### src/rtl/neat_gene_pkg.sv
// rtl/neat_gene_pkg.sv - gene field offsets, key constants and tx FSM encoding (TERM exists only with GENE_TX_TERM_EN)
package neat_gene_pkg;

  localparam int ATTR_SZ_DEF = 8;
  localparam int SRC1_LSB    = 5 * ATTR_SZ_DEF;
  localparam int SRC2_LSB    = 4 * ATTR_SZ_DEF;
  localparam int KEY_W       = 2 * ATTR_SZ_DEF;

  // {src1,src2} all ones marks the end of a stream and is reserved when the terminator is enabled
  localparam logic [KEY_W-1:0] TERM_KEY = '1;

`ifdef GENE_TX_TERM_EN
  typedef enum logic [1:0] {LOAD = 2'd0, SEND = 2'd1, TERM = 2'd2} tx_state_t;
`else
  typedef enum logic [1:0] {LOAD = 2'd0, SEND = 2'd1} tx_state_t;
`endif

endpackage

### src/rtl/gene_buf.sv
// rtl/gene_buf.sv - genome storage: one synchronous write port, one combinational read port, no reset on contents
module gene_buf #(
  parameter int DEPTH   = 32,
  parameter int GENE_SZ = 64,
  localparam int AW     = $clog2(DEPTH)
) (
  input  logic               clk,
  input  logic               we,
  input  logic [AW-1:0]      waddr,
  input  logic [GENE_SZ-1:0] wdata,
  input  logic [AW-1:0]      raddr,
  output logic [GENE_SZ-1:0] rdata
);

  logic [GENE_SZ-1:0] mem [DEPTH];

  always_ff @(posedge clk) begin
    if (we) mem[waddr] <= wdata;
  end

  assign rdata = mem[raddr];

endmodule

### src/rtl/gene_stream_tx.sv
// rtl/gene_stream_tx.sv - buffers one genome from the NIC, checks key order, replays it to a PE gene queue
// Optional GENE_TX_TERM_EN: closes each stream with an all-ones-key terminator gene.
module gene_stream_tx
  import neat_gene_pkg::*;
#(
  parameter int GENE_SZ = 64,
  parameter int ATTR_SZ = ATTR_SZ_DEF,
  parameter int DEPTH   = 32,
  localparam int AW     = $clog2(DEPTH),
  localparam int CW     = AW + 1
) (
  input  logic               clk,
  input  logic               rst,
  input  logic               ld_valid,
  output logic               ld_ready,
  input  logic [GENE_SZ-1:0] ld_gene,
  input  logic               ld_last,
  output logic               tx_valid,
  input  logic               tx_ready,
  output logic [GENE_SZ-1:0] tx_gene,
  output logic               tx_last,
  output logic               done,
  output logic [CW-1:0]      gene_cnt,
  output logic               ovf,
  output logic               order_err
);

`ifdef GENE_TX_TERM_EN
  localparam logic [GENE_SZ-1:0] TERM_GENE = GENE_SZ'(TERM_KEY) << SRC2_LSB;
`endif

  tx_state_t state, state_nx;

  logic [AW-1:0]        wr_ptr, rd_ptr;
  logic [CW-1:0]        cnt;
  logic [2*ATTR_SZ-1:0] ld_key, prev_key;
  logic                 have_prev;
  logic [GENE_SZ-1:0]   rd_data;
  logic                 ld_fire, tx_fire, last_gene, final_hs, bad_key;

  assign ld_fire   = ld_valid && ld_ready;
  assign tx_fire   = tx_valid && tx_ready;
  assign ld_key    = {ld_gene[SRC1_LSB +: ATTR_SZ], ld_gene[SRC2_LSB +: ATTR_SZ]};
  assign last_gene = ({1'b0, rd_ptr} == (cnt - CW'(1)));
  assign gene_cnt  = cnt;

`ifdef GENE_TX_TERM_EN
  assign bad_key = (have_prev && (ld_key <= prev_key)) || (&ld_key);
`else
  assign bad_key = have_prev && (ld_key <= prev_key);
`endif

  gene_buf #(
    .DEPTH  (DEPTH),
    .GENE_SZ(GENE_SZ)
  ) u_buf (
    .clk  (clk),
    .we   (ld_fire),
    .waddr(wr_ptr),
    .wdata(ld_gene),
    .raddr(rd_ptr),
    .rdata(rd_data)
  );

  always_comb begin
    state_nx = state;
    ld_ready = 1'b0;
    tx_valid = 1'b0;
    tx_last  = 1'b0;
    tx_gene  = '0;
    final_hs = 1'b0;
    case (state)
      LOAD: begin
        ld_ready = (cnt < CW'(DEPTH));
        if (ld_fire && (ld_last || (cnt == CW'(DEPTH - 1)))) state_nx = SEND;
      end
      SEND: begin
        tx_valid = 1'b1;
        tx_gene  = rd_data;
`ifdef GENE_TX_TERM_EN
        if (tx_fire && last_gene) state_nx = TERM;
`else
        tx_last = last_gene;
        if (tx_fire && last_gene) begin
          state_nx = LOAD;
          final_hs = 1'b1;
        end
`endif
      end
`ifdef GENE_TX_TERM_EN
      TERM: begin
        tx_valid = 1'b1;
        tx_last  = 1'b1;
        tx_gene  = TERM_GENE;
        if (tx_fire) begin
          state_nx = LOAD;
          final_hs = 1'b1;
        end
      end
`endif
      default: state_nx = LOAD;
    endcase
  end

  always_ff @(posedge clk) begin
    if (rst) begin
      state     <= LOAD;
      wr_ptr    <= '0;
      rd_ptr    <= '0;
      cnt       <= '0;
      prev_key  <= '0;
      have_prev <= 1'b0;
      ovf       <= 1'b0;
      order_err <= 1'b0;
      done      <= 1'b0;
    end else begin
      state <= state_nx;
      done  <= final_hs;
      if (final_hs) begin
        wr_ptr    <= '0;
        rd_ptr    <= '0;
        cnt       <= '0;
        prev_key  <= '0;
        have_prev <= 1'b0;
      end else begin
        if (ld_fire) begin
          wr_ptr    <= wr_ptr + AW'(1);
          cnt       <= cnt + CW'(1);
          prev_key  <= ld_key;
          have_prev <= 1'b1;
          if (bad_key) order_err <= 1'b1;
          // a full buffer without ld_last means the genome was cut short
          if (!ld_last && (cnt == CW'(DEPTH - 1))) ovf <= 1'b1;
        end
        if (tx_fire && (state == SEND)) rd_ptr <= rd_ptr + AW'(1);
      end
    end
  end

endmodule

### config.mk
export PLATFORM = sky130hd
export DESIGN_NAME = gene_stream_tx
export DESIGN_NICKNAME = d
export VERILOG_FILES = /design/src/rtl/neat_gene_pkg.sv /design/src/rtl/gene_buf.sv /design/src/rtl/gene_stream_tx.sv
export SDC_FILE = /design/constraint.sdc
export NUM_CORES = 2
export LEC_CHECK = 0
export CAP_MARGIN = 20
export CORE_MARGIN = 3
export CORE_UTILIZATION = 45
export DETAILED_ROUTE_END_ITERATION = 16
export GPL_TIMING_DRIVEN = 0
export SLEW_MARGIN = 10
export SYNTH_ARGS = -nofsm -noshare
export SYNTH_HDL_FRONTEND = slang
export SYNTH_SLANG_ARGS = --single-unit
### constraint.sdc
create_clock -name clk -period 5.24 [get_ports clk]
set_input_delay 0.786 -clock clk [delete_from_list [all_inputs] [get_ports clk]]
set_output_delay 0.786 -clock clk [all_outputs]
set_load 0.005 [all_outputs]
### Word-level counts from Yosys, hierarchy flattened

Memories as Yosys holds them, arrays and structs flattened. A register that Yosys moved wholly into a read port is not among the register bits.
Cells that the tools add are included.
Widths: inputs -> output; s select.

* register bits after elaboration: 38
* bits in writable memories: 2048
* input bits: 69
* output and inout bits: 76
* logic and storage cells: 49
* memories kept: 1

* add/sub/neg operators: 4
* order comparisons: 2
* equality and inequality tests: 5
* multiplexer cells: 13
* bitwise gates (word level): 1
* reductions and logical operators: 14

Memory list
* u_buf.mem: words 32, bits a word 64, read ports 1, clocked after Yosys merged registers in 1, write ports 1, line gene_buf.sv:15 `logic [GENE_SZ-1:0] mem [DEPTH];`

Operator list (count)
* $mux 64: 1
* $le 16x16->1: 1
* $add 5x1->5 const B: 2
* $mux 5: 2
* $logic_and 1x1->1: 7
* $mux 1: 7
* $add 6x1->6 const B: 1
* $eq 5x6->1: 1
* $eq 6x5->1 const B: 1
* $lt 6x6->1 const B: 1
* $reduce_and 3->1: 2
* $sub 6x1->6 const B: 1
* $mux 2: 2
* $ne 2x2->1 const B: 2
* $pmux 2 s2: 1
* $eq 2x1->1 const B: 1
* $logic_not 2->1: 1
* $reduce_and 2->1: 1
* $reduce_or 2->1: 1
* $logic_not 1->1: 1
* $logic_or 1x1->1: 1
* $not 1->1: 1

### Logic depth before layout (Yosys ltp)

* depth after elaboration: 8
* gate-level depth with buffers: 11
* gate-level depth less buffers: 8

### Modules after synthesis

A second synthesis with hierarchy kept.

* cells, all modules: 3352
* area total of the unflattened synthesis: 80434.6 um2

Modules (own cells, without submodules)
* gene_buf: instances 1, cells an instance 3033, area each 77683.3 um2, sequential area each 61499.0 um2
* gene_stream_tx: instances 1, cells an instance 319, area each 2751.4 um2, sequential area each 740.7 um2

### Worst setup path after synthesis

OpenSTA, ideal clock, no wires.

* kind: input-to-reg
* start point: input port ld_valid
* end point: memory u_buf.mem[20][0], enable pin
* library setup time: 487 ps
* arrival: 4273 ps
* data required time: 4753 ps
* path slack: 481 ps
* cell stages on the path: 5
* buffers on the path: 2
* path through: and2_1 -> clkbuf_1 -> buf_1 -> nand2_1 -> nor2_1

* longest elaborated chain between the ends: 3

RTL lines
* start: declaration: line gene_stream_tx.sv:14 `input logic ld_valid,`
* $logic_and 1x1->1: line gene_stream_tx.sv:41 `assign ld_fire = ld_valid && ld_ready;`
* $mux 1: line gene_buf.sv:18 `if (we) mem[waddr] <= wdata;`
* $mux 1 (not written as such): line gene_buf.sv:18
* end: declaration: line gene_buf.sv:15

No other way between the ends.

==> flow_summary.ini <==
[outcome]
status = finished clean

[placed_design]
placed_area_um2 = 87160
gp_congestion = 0.7572
place.port_buffers = 143
placed_cells = 6097
post-place-ws_ns = 0.01886
dp_hpwl_um = 143700

[die]
die_x_um = 427.7
fp.dieH_um = 427.7
rows = 154
start_util = 0.4534
core_area_um2 = 176500
dieArea_um2 = 182900
pin_count = 145

[pwr]
p_total_mw = 34.52
vdd.ir_drop.worst_mv = 0.3638
power.density_nw_per_um2 = 366.4
p_leak_nw = 28.72

[cts]
htreeDepth = 4
clkSlewWorstSetupHoldPaths_ns = 0.06
clkLatencyLatePin_ns = 0.84
cts_tree = built
clock_path_buffers = 3
cts.sinks = 2090
root_buffer = clkbuf_16
cts_setup_buffers = 0
cts_buffers = 209

[job]
drv_cap = 0

[sta]
fin_crit_sh = 0.9846
min_period_ns = 5.159
drv_slew = 0
fin_setup_tns_ns = 0
fin_ws_ns = 0.08084
final-hold-violation-count = 0
rsz0062_at_grt = false
tightest_slew_ns = 1.181
setup_violations = 0
maxSlewHeadroom = 0.2128
clock.fmax_mhz = 193.8
fin_skew_ns = 0.03153

[setup_path]
worst-path-buf-inv = 4
slowest_stage = clkdlybuf4s15_1
crit_fanout = 10
worstSetupPathType = flop to primary output
critical_path_required_ns = 4.45
cp_cell_sequence = clkbuf_2 -> buf_8 -> clkdlybuf4s15_1 -> mux4_2 -> nor2b_1 -> a211oi_1 -> a31oi_1 -> a22o_1 -> clkdlybuf4s50_1
rr_worst_depth = 10
max_stage_delay_ns = 0.79
crit_family = buffers and inverters
end_kind = primary output
r2r-start = state[0]$_SDFFE_PP0P_
r2r_end = u_buf.mem[5][13]$_DFFE_PP_
cp_data_arrival_time_ns = 4.37
r2r_slack_ns = 0.97
startpoint_type = flop

[layout]
design_area_um2 = 94220
drive_gt1_frac = 0.2870
final_nets = 4079
instances_no_fill = 6499
syn2layout_area_growth_pct = 17.74

[global_route]
first_global_vias = 39110
grt_max_degree = 35
grt_use_total = 0.2346
antenna_found_initial = 8
grt_pass1_wl_um = 299600
grt-ovfl-total = 0

[worst_hold_path]
hold_path_class = primary input to flop
hold_path_depth = 2
worstHoldEndpoint = ovf$_SDFFE_PP0P_
holdCritStartpoint = rst

[detailed_routing]
vias_per_cell = 6.035
vias = 39220
drt-initial-drc-count = 5381
routed_wl_um = 213400
dr.pass1.iters = 5
avgRoutedWirePerCell_um = 32.83
ant_nets = 0
route.detailed.drc = 0

[synth]
synth_cell_type_count = 47
avgSynthCellArea_um2 = 22.94
ys_ff_latch = 2090
ys_seq_area_frac = 0.7790
synth_area_um2 = 80020
synthesis.nets = 3580
yosys_warnings = 0
synth_cells = 3488
[repair_timing]
action | CTS | global route
hold buffers | 0 | 0
endpoints found under the setup margin | 64 | 16
gates resized for setup | 74 | 11
[Yosys cell counts (all sizes together)]
cell type  count  share of area
a211o          1        0.00011
a211oi        42         0.0039
a21o           2        0.00019
a21oi         43         0.0027
a221oi         1        0.00011
a22o          43         0.0047
a22oi         17         0.0016
a311oi         3        0.00033
a31oi         29         0.0023
and2           6        0.00047
buf          100         0.0080
clkbuf        93         0.0044
clkinv         1       0.000047
dfxtp         42          0.011
edfxtp      2048           0.77
ha            23         0.0036
inv           23         0.0011
mux2           3        0.00042
mux2i         64         0.0080
mux4         562           0.16
nand2        142         0.0067
nand2b         1       0.000078
nand3          9        0.00056
nand3b         2        0.00019
nand4          5        0.00039
nor2          66         0.0031
nor2b         37         0.0029
nor3           6        0.00044
nor3b          3        0.00028
o211ai        17         0.0016
o21a           1       0.000094
o21ai         11        0.00069
o21bai         1        0.00014
o22ai         19         0.0015
o41a           1        0.00014
or2            2        0.00016
or3            3        0.00030
or3b           3        0.00033
xnor2          7        0.00077
xor2           6        0.00066
[power by group]
group | internal (mW) | switching (mW) | leakage [nW]
combinational | 0.625 | 0.926 | 6.70
sequential | 18.5 | 0.0350 | 18.8
clock | 8.21 | 6.26 | 3.23
[cell usage in the layout, fill, tap and decap left out, drive strengths merged, types with 17 or more instances in the layout]
master / instances
mux2i: 64
clkdlybuf4s50: 135
clkinv: 84
buf: 246
clkbuf: 367
ha: 23
mux4: 562
nor2b: 37
nor2: 66
a31oi: 29
o211ai: 17
o22ai: 19
edfxtp: 2048
a211oi: 42
a21oi: 43
inv: 30
dfxtp: 42
a22oi: 17
a22o: 43
nand2: 142
[metal layers]
metal / global-route usage / up-vias / part of all wire / routed length, µm
li1: - / 15840 / - / -
met1: 0.3442 / 21500 / 0.42 / 90580
met2: 0.3718 / 1589 / 0.48 / 103000
met3: 0.03626 / 292 / 0.069 / 14670
met4: 0.06075 / 0 / 0.024 / 5173
met5: 0 / - / 0 / 0
[worst max path at each step]
stage / startpoint / depth (start not counted) / slack (ns) / endpoint
floorplan: ld_valid / 5 / 0.48 / u_buf.mem[20][0]$_DFFE_PP_
global placement: ld_valid / 6 / -4.82 / u_buf.mem[25][20]$_DFFE_PP_
detailed placement: flop / 12 / 0.02 / tx_gene[27]
CTS: flop / 9 / 0.006 / tx_gene[40]
global route: flop / 8 / 0.01 / tx_gene[14]
finish: flop / 9 / 0.08 / tx_gene[54]
[sequential cells by signal, summed over array words and instances, names as in the netlist, named ones only]
register,count
done,1
gene_cnt,6
have_prev,1
order_err,1
ovf,1
prev_key,16
rd_ptr,5
state,1
u_buf.mem,2048
wr_ptr,5
[metrics by stage]
| stage | hold WS, ns | utilization |
|---|---|---|
| CTS | 0.3392 | 0.5320 |
| detailed placement | 0.4501 | 0.4938 |
| floorplan | 0.4342 | - |
| global route | 0.3558 | 0.5338 |
| finish | 0.4064 | 0.5338 |
| global placement | 0.4448 | 0.4781 |
[cells by family (layout without fill, tap and decap cells)]
family | count (synthesis) | in the layout | share of synthesized area
buffers and inverters | 217 | 883 | 0.01345
multiplexers | 629 | 629 | 0.1666
AO/OA/AOI/OAI | 231 | 231 | 0.02008
adder cells (fa/ha/maj) | 23 | 23 | 0.003596
XOR/XNOR | 13 | 13 | 0.001423
AND/OR/NAND/NOR | 285 | 285 | 0.01584
flip-flops | 2090 | 2090 | 0.7790
other | 0 | 5 | 0
[layout make-up]
type                            instances  area [µm²]
Inverter                               24       90.09
Timing Repair Buffer                  290        4263
Multi-Input combinational cell       1181       16900
Antenna cell                            5       12.51
Clock buffer                          272        5600
Tap cell                             2340        2928
Buffer                                191        1112
Sequential cell                      2090       62340
Clock inverter                        106       974.7
Fill cell                           13590       82280
(Power assumes the default switching activity.)
